==> config.mk <==
export PLATFORM = sky130hd
export DESIGN_NAME = if_id_queue
export DESIGN_NICKNAME = d
export VERILOG_FILES = /design/src/rtl/if_id_queue.sv
export SDC_FILE = /design/constraint.sdc
export NUM_CORES = 1
export LEC_CHECK = 0
export BUFFER_PORTS_ARGS = -buffer_cell sky130_fd_sc_hd__buf_2
export CORE_ASPECT_RATIO = 1.75
export CORE_MARGIN = 2
export CORE_UTILIZATION = 56
export CTS_BUF_LIST = sky130_fd_sc_hd__clkbuf_8
export CTS_CLUSTER_DIAMETER = 60
export DETAILED_ROUTE_END_ITERATION = 12
export PLACE_DENSITY = 0.86
export SYNTH_ARGS = -nofsm -noshare
export SYNTH_HDL_FRONTEND = slang
export SYNTH_SLANG_ARGS = --single-unit
==> constraint.sdc <==
create_clock -name clk -period 4.4 [get_ports clk]
set_input_delay 0 -clock clk [delete_from_list [all_inputs] [get_ports clk]]
set_output_delay 0 -clock clk [all_outputs]
set_load 0.05 [all_outputs]
==> src/rtl/if_id_queue.sv <==
// Fetch-to-decode buffer: DEPTH-entry {pc, inst} FIFO feeding the IF/ID output register.
// Optional build macro IFQ_BYPASS_EN loads an input word straight into IF/ID when the FIFO is empty.
module if_id_queue #(
  parameter int DEPTH = 4
) (
  input  logic        clk,
  input  logic        rst,
  input  logic [5:0]  stall,
  input  logic        flush,
  input  logic        in_valid,
  input  logic [31:0] in_pc,
  input  logic [31:0] in_inst,
  output logic        in_ready,
  output logic [31:0] id_pc,
  output logic [31:0] id_inst,
  output logic        id_valid,
  output logic        stallreq_o
);

  localparam int PW = $clog2(DEPTH);
  localparam int CW = PW + 1;
  localparam logic [CW-1:0] FULL_CNT = CW'(DEPTH);

  logic [31:0]   r_mem_pc   [DEPTH];
  logic [31:0]   r_mem_inst [DEPTH];
  logic [PW-1:0] r_wptr;
  logic [PW-1:0] r_rptr;
  logic [CW-1:0] r_count;
  logic          r_flush_q;

  logic w_full;
  logic w_deq;
  logic w_enq_ok;
  logic w_bypass;
  logic w_enq;
  logic w_unused_stall;

  assign w_unused_stall = &{1'b0, stall[5:3], stall[0]};

  assign w_full     = (r_count == FULL_CNT);
  assign w_deq      = (r_count != '0) && !stall[1] && !flush;
  assign in_ready   = !rst && (!w_full || w_deq);
  assign w_enq_ok   = in_valid && in_ready && !flush && !r_flush_q;
  assign stallreq_o = w_full;

`ifdef IFQ_BYPASS_EN
  assign w_bypass = w_enq_ok && (r_count == '0) && !stall[1];
`else
  assign w_bypass = 1'b0;
`endif

  // A bypassed word goes straight to IF/ID and never occupies a FIFO slot.
  assign w_enq = w_enq_ok && !w_bypass;

  always_ff @(posedge clk) begin
    if (w_enq) begin
      r_mem_pc[r_wptr]   <= in_pc;
      r_mem_inst[r_wptr] <= in_inst;
    end
  end

  always_ff @(posedge clk) begin
    if (rst || flush) begin
      r_wptr  <= '0;
      r_rptr  <= '0;
      r_count <= '0;
    end else begin
      if (w_enq) r_wptr <= r_wptr + PW'(1);
      if (w_deq) r_rptr <= r_rptr + PW'(1);
      case ({w_enq, w_deq})
        2'b10:   r_count <= r_count + CW'(1);
        2'b01:   r_count <= r_count - CW'(1);
        default: r_count <= r_count;
      endcase
    end
  end

  // The word fetched in the cycle after a flush is wrong-path and must be dropped.
  always_ff @(posedge clk) begin
    if (rst) r_flush_q <= 1'b0;
    else     r_flush_q <= flush;
  end

  always_ff @(posedge clk) begin
    if (rst || flush) begin
      id_pc    <= '0;
      id_inst  <= '0;
      id_valid <= 1'b0;
    end else if (stall[1] && !stall[2]) begin
      id_pc    <= '0;
      id_inst  <= '0;
      id_valid <= 1'b0;
    end else if (!stall[1]) begin
      if (w_deq) begin
        id_pc    <= r_mem_pc[r_rptr];
        id_inst  <= r_mem_inst[r_rptr];
        id_valid <= 1'b1;
      end else if (w_bypass) begin
        id_pc    <= in_pc;
        id_inst  <= in_inst;
        id_valid <= 1'b1;
      end else begin
        id_pc    <= '0;
        id_inst  <= '0;
        id_valid <= 1'b0;
      end
    end
  end

endmodule

# ---- After elaboration in Yosys (flattened, before gate mapping)
# Memories as Yosys holds them, arrays and structs flattened. A register that Yosys moved wholly into a read port is not among the register bits.
# Index checks and enable logic that the tools add are counted.
dict set report totals {
  mem_count 2
  mem_bits_rw 256
  output_inout_bits 67
  reg_bits 73
}
dict set report op_classes {
  addsub 4
  n_mux 10
  eq_ne 3
  n_reduce_logical 18
}
# name depth width rd rd_clocked_by_memory_dff write_ports line
set memory_table {}
lappend memory_table {r_mem_inst 4 32 1 1 1 25} ;# logic [31:0] r_mem_inst [DEPTH];
lappend memory_table {r_mem_pc 4 32 1 1 1 24} ;# logic [31:0] r_mem_pc [DEPTH];
# cell n
set ops {}
lappend ops {{$mux W32} 2}
lappend ops {{$mux W2} 4}
lappend ops {{$logic_and A1 B1 Y1} 7}
lappend ops {{$logic_not A1 Y1} 6}
lappend ops {{$pmux W3 S2} 1}
lappend ops {{$add A2 B1 Y2 const B} 2}
lappend ops {{$add A3 B1 Y3 const B} 1}
lappend ops {{$eq A3 B3 Y1 const B} 1}
lappend ops {{$mux W1} 3}
lappend ops {{$reduce_bool A3 Y1} 1}
lappend ops {{$sub A3 B1 Y3 const B} 1}
lappend ops {{$eq A2 B1 Y1 const B} 1}
lappend ops {{$eq A2 B2 Y1 const B} 1}
lappend ops {{$logic_or A1 B1 Y1} 2}
lappend ops {{$reduce_bool A2 Y1} 1}
lappend ops {{$reduce_or A2 Y1} 1}

# ---- Depth between registers and ports, before layout
dict set report depth {
  word_depth 10
  depth_mapped 10
  mapped_depth_nobuf 9
}

# ---- Worst setup path after synthesis
# Ideal clock, no wire load.
dict set report synth_timing {
  kind {register to register}
  start {register r_count[2]}
  end {memory r_mem_inst[0][0] (enable)}
  t_required_ns 3.853
  setup_slack_ns 0.962
  n_path_buf 0
  arrival_ns 2.891
  stages_incl_launch_ff 4
  path_cell_list {dfxtp_1 > nor3b_1 > a21oi_2 > and3_1}
}
dict set report synth_between {
  word_cells_on_any_way 12
  cone_classes {1 x eq/ne; 2 x mux; 9 x reduce/logical}
}
# element line
set synth_rtl {}
lappend synth_rtl {{start: declaration} 28} ;# logic [CW-1:0] r_count;
lappend synth_rtl {{start signal: assignment} 71} ;# 2'b10: r_count <= r_count + CW'(1);
lappend synth_rtl {{start signal: assignment} 72} ;# 2'b01: r_count <= r_count - CW'(1);
lappend synth_rtl {{start signal: assignment} 73} ;# default: r_count <= r_count;
lappend synth_rtl {{$eq A3 B3 Y1} 40} ;# assign w_full = (r_count == FULL_CNT);
lappend synth_rtl {{via stallreq_o} 17} ;# output logic stallreq_o
lappend synth_rtl {{$logic_not A1 Y1} 42} ;# assign in_ready = !rst && (!w_full || w_deq);
lappend synth_rtl {{$logic_or A1 B1 Y1} 42}
lappend synth_rtl {{$logic_and A1 B1 Y1} 42}
lappend synth_rtl {{$logic_and A1 B1 Y1 (3 in series)} 43} ;# assign w_enq_ok = in_valid && in_ready && !flush && !r_flush_q;
lappend synth_rtl {{$mux W1} 56} ;# if (w_enq) begin
lappend synth_rtl {{$mux W1 (not written as such)} 58} ;# r_mem_inst[r_wptr] <= in_inst;
lappend synth_rtl {{end: declaration} 25}
# The timed path passes the listed nets, and every way through them passes these cells.

# ---- Worst setup path after layout
dict set report layout_timing {
  start {register r_count[2]}
  end {register r_count[2]}
}
dict set report layout_between {
  elab_chain_cells 10
  word_cells_on_any_way 16
  cone_classes {2 x add/sub; 3 x eq/ne; 1 x mux; 10 x reduce/logical}
}
# element line
set layout_lines {}
lappend layout_lines {{$reduce_bool A3 Y1} 41} ;# assign w_deq = (r_count != '0) && !stall[1] && !flush;
lappend layout_lines {{$logic_and A1 B1 Y1 (2 in series)} 41}
lappend layout_lines {{$logic_or A1 B1 Y1} 42}
lappend layout_lines {{$logic_and A1 B1 Y1} 42}
lappend layout_lines {{$logic_and A1 B1 Y1 (3 in series)} 43}
lappend layout_lines {{$eq A2 B1 Y1 or $eq A2 B2 Y1 (tied branches)} 70} ;# case ({w_enq, w_deq})
lappend layout_lines {{$pmux W3 S2 or $reduce_bool A2 Y1 (tied branches)} --}
# Parallel ways exist; a longest one is shown, timed or not.
# A chain may end at the register's enable or synchronous reset.

==> reports/metrics.yaml <==
critical_path:
  cp_data_required_time_ps: 4860
  crit_type: "reg -> reg"
  r2r_slack_ps: 1860
  crit_cells: 9
  crit_fanout: 7
  critPathTopFamily: "simple AND/OR/NAND/NOR gates"
  r2r_start: "r_count[2]$_SDFFE_PP0P_"
  cp.arrival_ps: 3000
  start_kind: "flip-flop"
  crit_chain: "nor3b_1 -> a21oi_2 -> nand2_1 -> ha_1 -> inv_1 -> fa_1 -> xor2_1 -> or3_1 -> a21oi_1"
  worstSetupEndpointType: "flip-flop"
  critPathBufInv: 1
  startpoint: "r_count[2]$_SDFFE_PP0P_"
  crit_path_end: "r_count[2]$_SDFFE_PP0P_"
  worst-r2r-cell-count: 9
  slowest_delay_ps: 460
  reg2reg_to: "r_count[2]$_SDFFE_PP0P_"
  slowest_stage: "nor3b_1"
sta:
  finalCriticalPeriod_ps: 2540
  hold_viol: 0
  fin_skew_ps: 13.2
  max_freq_mhz: 394
  slew_headroom_pct: 29.3
  setup_tns_ps: 0
  period_share_pct: 57.7
  slew_viol_final: 0
  finalSetupViolCount: 0
  tightest_slew_ps: 1060
  rsz0062_at_grt: "false"
  fin_ws_ps: 1860
synthesis:
  yosysSeqAreaShare_pct: 77.1
  synth_commonest_cells: "edfxtp_1 (256), dfxtp_1 (75), a32o_1 (64), mux4_2 (64), buf_6 (18)"
  syn_avg_cell_area_um2: 21.7
  yosysMostFrequentCell: "edfxtp_1"
  ys_ff_latch: 331
  synthArstFlopShare_pct: 0
  synthDominantCellAreaShare_pct: 64.5
  yosysTopAreaCell: "edfxtp_1"
  ys_top_cells_by_area: "edfxtp_1 (64%), dfxtp_1 (13%), mux4_2 (12%)"
  syn-instance-count: 549
  synth_edf_count: 256
  synthDistinctLibCells: 31
  synth-warning-count: 0
  ys_dominant_reg_cell: "edfxtp_1"
  synth.net_count: 629
  syn-cell-area_mm2: 0.0119
layout:
  fillers: 1293
  finish.instance_area_mm2: 0.0143
  multi_input_area_mm2: 0.00246
  drive_above_1_share_pct: 34.3
  area_growth_pct: 19.7
  nNetsFinal: 848
  seq_area_mm2: 0.00920
  diodes: 0
power_and_ir_drop:
  p_per_area_mw_per_mm2: 408
  ir_drop_mv: 0.291
  comb_power_share_pct: 3.3
  p_seq_share_pct: 58.3
  switching_share_pct: 20.5
  power.internal_uw: 4630
  pwr-share-clk_pct: 38.5
  p_sw_uw: 1200
  power_leakage_uw: 0.00495
  finalPower_uw: 5820
place:
  port_buffers: 136
  place_ws_ps: 1850
  placed_area_mm2: 0.0127
  dp_hpwl_um: 13100
  gp_congestion: 0.780
grt:
  antenna_found_initial: 0
  grt_pass1_vias: 7114
  grtUsageTotal_pct: 22.2
  grt_max_degree: 65
  grt_pass1_wl_um: 37800
  globalRouteOverflowTotal: 0
detailed_routing:
  firstDrtPassIters: 5
  viasPerCell: 5.99
  wl_um: 24100
  drc_errors: 0
  via_count: 6329
  wire_per_inst_um: 22.8
  drt_iter0_markers: 347
  postRouteAntennaNets: 0
die:
  pin_count: 141
  fp.dieH_um: 197
  dieWidth_um: 114
  rows: 70
  design.die.area_mm2: 0.0225
  coreArea_mm2: 0.0209
  start_util_pct: 57.0
clocking:
  clk_latency_ps: 540
  numClockSinks: 331
  clk_pin_slew_ps: 60
  cts_tree: "done"
  clockBufferDepth: 3
  cts-resized-gates: 0
  cts-buffers-inserted: 44
  htree_num_levels: 2
  clock-root-buffer: "clkbuf_8"
worst_hold_path:
  hold_path.class: "in -> reg"
run:
  cap_violations: 0
outcome:
  run_status: "complete, no violations"
state kept, by name (all words and copies together) (netlist names), named ones only:
signal	cells
r_flush_q	1
r_rptr	2
id_inst	32
r_count	3
r_wptr	2
id_valid	1
r_mem_pc	128
r_mem_inst	128
id_pc	32
final cells by class:
cell class / count / share of cell area [%]
clock buffer: 53 / 5.11
tap: 252 / 2.21
inverter: 7 / 0.184
sequential: 331 / 64.4
timing repair buffer: 209 / 9.82
multi-input combinational: 175 / 17.2
clock inverter: 29 / 1.05
metal layers:
layer  up-vias  wire [um]  GRT usage, %
met5         -          0             0
met4         0        749          9.94
met3        57       1270          3.93
met2       263      13600          41.3
met1      3241       8470          24.3
li1       2768          -             -
repair_timing:
item,in CTS,in global routing
setup buffers,0,0
hold endpoints to repair,273,0
hold buffers,69,0
through the flow:
step | util (%) | instances | hold WS, ps
after floorplan | - | 549 | 71.6
after global placement | 60.7 | 905 | 211
after detailed placement | 60.7 | 905 | 215
after CTS | 68.2 | 1056 | 62.3
after global routing | 68.2 | 1056 | 110
final | 68.2 | 1056 | 106
worst register-to-register path, cell delays in order (launching register included):
cell and delay (ps):
dfxtp_1 390, nor3b_1 460, a21oi_2 210, nand2_1 110, ha_1 190, inv_1 80, fa_1 380, xor2_1 170
or3_1 340, a21oi_1 150
logic make-up after synthesis:
family / share of synthesized area (%)
buf+inv: 2.55
compound gates: 6.03
flops: 77.1
fa+ha+maj: 0.693
mux: 12.3
simple gates: 1.25
xor+xnor: 0.147
worst min path at each step:
stage,startpoint,endpoint,slack [ps],cells past startpoint
after floorplan,rst,r_flush_q$_SDFF_PP0_,70,1
after global placement,in_pc[15],r_mem_pc[2][15]$_DFFE_PP_,210,1
after detailed placement,in_inst[26],r_mem_inst[1][26]$_DFFE_PP_,220,1
after CTS,stall[2],id_valid$_SDFFE_PP0N_,60,4
after global routing,stall[2],id_valid$_SDFFE_PP0N_,110,4
final,stall[2],id_valid$_SDFFE_PP0N_,110,4
power by group through the flow:
stage | Sequential, uW | Clock (uW) | Combinational [uW]
after floorplan | 3470 | 0 | 61.7
after global placement | 3460 | 0 | 129
after detailed placement | 3460 | 0 | 140
after CTS | 3390 | 2280 | 189
after global routing | 3390 | 2400 | 205
final | 3390 | 2240 | 191
layout by cell type (no fill, tap or decap), types with 2 or more instances in the layout:
master	netlist	routed
dfxtp_1	75	73
xor2_1	2	2
clkinvlp_4	0	2
or3_1	2	2
dfxtp_4	0	2
ha_1	5	5
nor2_1	6	6
nand2_1	5	5
inv_1	7	21
dlygate4sd3_1	0	69
clkinv_2	0	6
clkbuf_8	0	53
buf_2	3	136
clkinv_1	0	6
and3_4	0	4
buf_4	1	4
mux4_2	64	64
or2_1	2	2
mux2i_1	2	2
a21oi_1	5	5
edfxtp_1	256	256
a32o_1	64	64
No activity file was read; power rests on OpenSTA's default activity.
